<file path="config.mk">
export PLATFORM = sky130hd
export DESIGN_NAME = regfile_wb_decode
export DESIGN_NICKNAME = d
export VERILOG_FILES = /design/src/rtl/regfile_wb_decode_pkg.sv /design/src/rtl/decoder5to32.sv /design/src/rtl/regfile_wb_decode.sv
export SDC_FILE = /design/constraint.sdc
export NUM_CORES = 2
export LEC_CHECK = 0
export CELL_PAD_IN_SITES_DETAIL_PLACEMENT = 0
export CELL_PAD_IN_SITES_GLOBAL_PLACEMENT = 2
export CORE_MARGIN = 3
export CORE_UTILIZATION = 51
export DETAILED_ROUTE_END_ITERATION = 7
export DONT_BUFFER_PORTS = 1
export GPL_TIMING_DRIVEN = 1
export PLACE_DENSITY = 0.86
export SLEW_MARGIN = 40
export SYNTH_ARGS = -nofsm -noshare
export SYNTH_HDL_FRONTEND = slang
export SYNTH_SLANG_ARGS = --single-unit
</file>
<file path="constraint.sdc">
create_clock -name clk -period 10.98 [get_ports clk]
set_input_delay 3.294 -clock clk [delete_from_list [all_inputs] [get_ports clk]]
set_output_delay 3.294 -clock clk [all_outputs]
set_load 0.1 [all_outputs]
</file>
<file path="src/rtl/regfile_wb_decode_pkg.sv">
// Shared MIPS datapath definitions: fixed register indices, writeback-select
// encodings and the register-file sequencer state type.
package mips_defs;

  localparam logic [4:0] REG_ZERO = 5'd0;
  localparam logic [4:0] REG_RA   = 5'd31;

  localparam logic [1:0] WB_RD = 2'b00;
  localparam logic [1:0] WB_RT = 2'b01;
  localparam logic [1:0] WB_RA = 2'b10;

  typedef enum logic {
    CLEAR = 1'b0,
    RUN   = 1'b1
  } rf_state_e;

  // Destination register chosen by the writeback select (JAL links into $ra).
  function automatic logic [4:0] wb_dest(input logic [1:0] sel,
                                         input logic [4:0] rd,
                                         input logic [4:0] rt);
    case (sel)
      WB_RD:   return rd;
      WB_RT:   return rt;
      WB_RA:   return REG_RA;
      default: return REG_ZERO;
    endcase
  endfunction

endpackage

</file>
<file path="src/rtl/decoder5to32.sv">
// Write-side address decoder: enable + register index -> one-hot write enables.
// Register 0 is hard-wired, so its enable bit is never asserted.
module decoder5to32 #(
  parameter int ADDR_W = 5
) (
  input  logic                     enable,
  input  logic [ADDR_W-1:0]        addr,
  output logic [(2**ADDR_W)-1:0]   onehot
);

  always_comb begin
    onehot = '0;
    if (enable) onehot[addr] = 1'b1;
    onehot[0] = 1'b0;
  end

endmodule

</file>
<file path="src/rtl/regfile_wb_decode.sv">
// MIPS register file write side: one-hot decoded writes, two combinational read
// ports with optional write-through, and a post-reset clear sequencer.
//
//  state | meaning
//  CLEAR | zeroing reg[clr_idx] one per cycle; reads return 0, writes dropped
//  RUN   | normal operation; decoded writes commit on the rising edge
module regfile_wb_decode
  import mips_defs::*;
#(
  parameter int WIDTH  = 32,
  parameter int ADDR_W = 5,
  parameter bit BYPASS = 1'b1
) (
  input  logic              clk,
  input  logic              reset,
  input  logic              wr_en,
  input  logic [ADDR_W-1:0] wr_addr,
  input  logic [WIDTH-1:0]  wr_data,
  input  logic [ADDR_W-1:0] rd_addr_a,
  input  logic [ADDR_W-1:0] rd_addr_b,
  output logic [WIDTH-1:0]  rd_data_a,
  output logic [WIDTH-1:0]  rd_data_b,
  output logic              ready,
  output logic              wr_dropped
);

  localparam int NREG = 2**ADDR_W;
  localparam logic [ADDR_W-1:0] ZERO_IDX = ADDR_W'(REG_ZERO);
  localparam logic [ADDR_W-1:0] LAST_IDX = ADDR_W'(NREG - 1);

  rf_state_e         state;
  logic [ADDR_W-1:0] clr_idx;
  logic [NREG-1:0]   wr_sel;
  logic [WIDTH-1:0]  regs [NREG];
  logic              byp_a;
  logic              byp_b;

  decoder5to32 #(.ADDR_W(ADDR_W)) u_dec (
    .enable (wr_en & ready),
    .addr   (wr_addr),
    .onehot (wr_sel)
  );

  always_ff @(posedge clk) begin
    if (reset) begin
      state      <= CLEAR;
      clr_idx    <= '0;
      ready      <= 1'b0;
      wr_dropped <= 1'b0;
    end else begin
      wr_dropped <= wr_en & ~ready;
      case (state)
        CLEAR: begin
          // clr_idx parks on the last index so it never wraps back over live data
          if (clr_idx == LAST_IDX) begin
            state <= RUN;
            ready <= 1'b1;
          end else begin
            clr_idx <= clr_idx + 1'b1;
          end
        end
        RUN:     state <= RUN;
        default: state <= CLEAR;
      endcase
    end
  end

  // Contents are not reset; the CLEAR sequence zeroes them instead.
  always_ff @(posedge clk) begin
    if (!reset) begin
      if (state == CLEAR) begin
        regs[clr_idx] <= '0;
      end else begin
        for (int i = 0; i < NREG; i++) begin
          if (wr_sel[i]) regs[i] <= wr_data;
        end
      end
    end
  end

  assign byp_a = BYPASS && wr_en && ready && (wr_addr == rd_addr_a);
  assign byp_b = BYPASS && wr_en && ready && (wr_addr == rd_addr_b);

  assign rd_data_a = (!ready || rd_addr_a == ZERO_IDX) ? '0 :
                     byp_a ? wr_data : regs[rd_addr_a];
  assign rd_data_b = (!ready || rd_addr_b == ZERO_IDX) ? '0 :
                     byp_b ? wr_data : regs[rd_addr_b];

endmodule

</file>
==> qor.csv <==
metric;value;unit
CTS root buf;clkbuf_16;
Worst setup EP type;output pin;
Initial DRC Count;5525;
CTS tree;yes;
leading cell type in the layout, fill and taps excluded;and2_1;
total grt overflow;0;
Min-Delay Path Class;reg -> reg;
P_leak;22.0;nW
dpl ws;1.49;ns
largest net degree at the start of global routing;299;
Initial Utilization;51.6;%
crit-path cells;nand2b_2, buf_16, buf_4, o221ai_1, o21ai_0, a211oi_1, o32a_1, buf_4;
Max stage delay cell, worst path;nand2b_2;
gpl congestion;0.906;
crit path buf inv count;3;
worst-margin pin slew;1.06;ns
hold_ws;0.546;ns
worst-skew pair later-pin latency;0.71;ns
fmax;0.102;GHz
die area;111000;um2
Crit Path Class;in -> out;
setup slack after layout;1.20;ns
P per Cell Area;132;nW/um2
clock-pin slew on the worst setup and hold paths;0.06;ns
core region area;106000;um2
first-pass GRT wire length;265000;um
hpwl dp;105000;um
# hold bufs at CTS;0;
worst-path fanout max;208;
CTS Buf Count;107;
die height;333;um
Hold Vio Cnt, Final;0;
Die X;333;um
Post-Syn Instances;3910;
CTS H-Tree Depth;3;
number of global-route vias before repair;37300;
Fin Setup TNS;0;ns
final core occ;56.4;%
final wirelength;187000;um
Yosys cell types;60;
fin crit period;9.78;ns
CTS max path bufs;3;
per-cell routed wire length;35.8;um
clk sinks;1000;
Yosys reg bits;1000;
Worst VDD drop;116;uV
Worst EP arrival;6.48;ns
DRC;0;
most used cell along the critical path;buf_4;
RSZ-0062 raised after global routing;no;
nets;3816;
initial antenna violation count;12;
post-DR vias/cell;6.96;
outcome;finished, final reports clean;
syn_area_per_cell;14.0;um2
Tcrit/Tclk final;89.0;%
drt pass-1 iters;6;
Ys Warns;0;
Ports;116;
Setup Skew;0.0361;ns
share of post-route cells with drive strength above 1;22.4;%
post-synthesis sequential area ratio;54.9;%
Post-synth top flop;edfxtp_1;
commonest cells after routing, fill and taps aside;and2_1 (994), edfxtp_1 (992), mux4_2 (378);
Post-synth ARST share;0;%
synthesis-to-finish area growth;9.16;%
FF-to-FF setup slack;8.20;ns
Post-synth EDFFs;992;
Critical Path RT;7.69;ns
via count;36500;
CP top delay family;compound AO/OA/AOI/OAI gates;
CTS resizes;0;
syn_nets;3965;
gr usage total;33.6;%
mapped cell area;54600;um2
Max-slew headroom;29.6;%
DRT antenna net count;0;
# setup viols final;0;
post-CTS setup buffer count;0;
Final Cell Area;59600;um2
IO buf count;0;
Max Cap Viol;0;
Setup crit start kind;input pin;
dpl cell area;56300;um2
# rows;119;
max-slew violations;0;
CP peak stage delay;0.67;ns
[worst min-delay path: cells and delay by family (launching register included)]
family | cells | cell delay [ns]
AO/OA/AOI/OAI | 2 | 0.16
flip-flops | 1 | 0.35
[state kept, by name, summed over array words and instances (netlist names)]
| name | count |
|---|---|
| wr_dropped | 1 |
| state | 1 |
| regs | 992 |
| clr_idx | 5 |
| ready | 1 |
[layout make-up]
cell class                      instances  area [um2]
Clock buffer                          134        2820
Multi-Input combinational cell       2490       23400
Fill cell                            8333       46100
Clock inverter                         57         444
Tap cell                             1391        1740
Timing Repair Buffer                  154        1180
Inverter                                8        30.0
Antenna cell                            9        22.5
Sequential cell                      1000       30000
[power by group]
| group | switching (W) | internal [W] | leakage [nW] |
|---|---|---|---|
| Sequential | 0.00000767 | 0.00415 | 11.4 |
| Clock | 0.00150 | 0.00197 | 1.59 |
| Combinational | 0.000124 | 0.000130 | 9.01 |
[routing by layer]
metal	vias up	GRT usage [%]	share of wire [%]
met5	-	0	0.0069
met4	2	16.3	5.4
met3	518	8.46	12
met2	2540	52.6	47
met1	18700	44.1	36
li1	14700	-	-
[cells by family after synthesis]
family | share of synthesized area (%)
simple gates | 14.6
xor+xnor | 0.209
buf+inv | 3.57
compound gates | 6.51
fa+ha+maj | 0.115
flops | 54.9
mux | 20.1
[synth_stat cells (16+ instances only)]
cell,instances,area [um2]
and2_1,995,6220
edfxtp_1,992,29800
mux4_2,378,8510
clkbuf_1,266,998
mux2i_1,175,1750
nor2_1,137,514
o22ai_1,91,569
nand2_1,87,327
buf_2,80,400
a211oi_1,64,480
mux2_2,62,698
o21ai_0,62,310
a22oi_1,49,368
o221ai_1,48,420
a21oi_1,41,205
nor2b_1,39,244
buf_4,38,285
o2bb2ai_1,30,263
nand3_1,23,115
buf_6,17,191
nor3_1,16,80.1
[through the flow]
step,total power [W],instances
final,0.00787,5243
after global routing,0.00806,5236
after CTS,0.00789,5233
after detailed placement,0.00448,5042
after global placement,0.00448,5041
after floorplan,0.00454,3910
[worst paths after layout]
kind                startpoint           end  cells past startpoint
setup / recovery  rd_addr_a[1]  rd_data_a[4]                      8
hold / removal      clr_idx[1]    clr_idx[1]                      2
setup reg to reg         ready  regs[29][28]                      7
hold reg to reg     clr_idx[1]    clr_idx[1]                      2
Note: power is estimated with default switching activity, not from simulation.
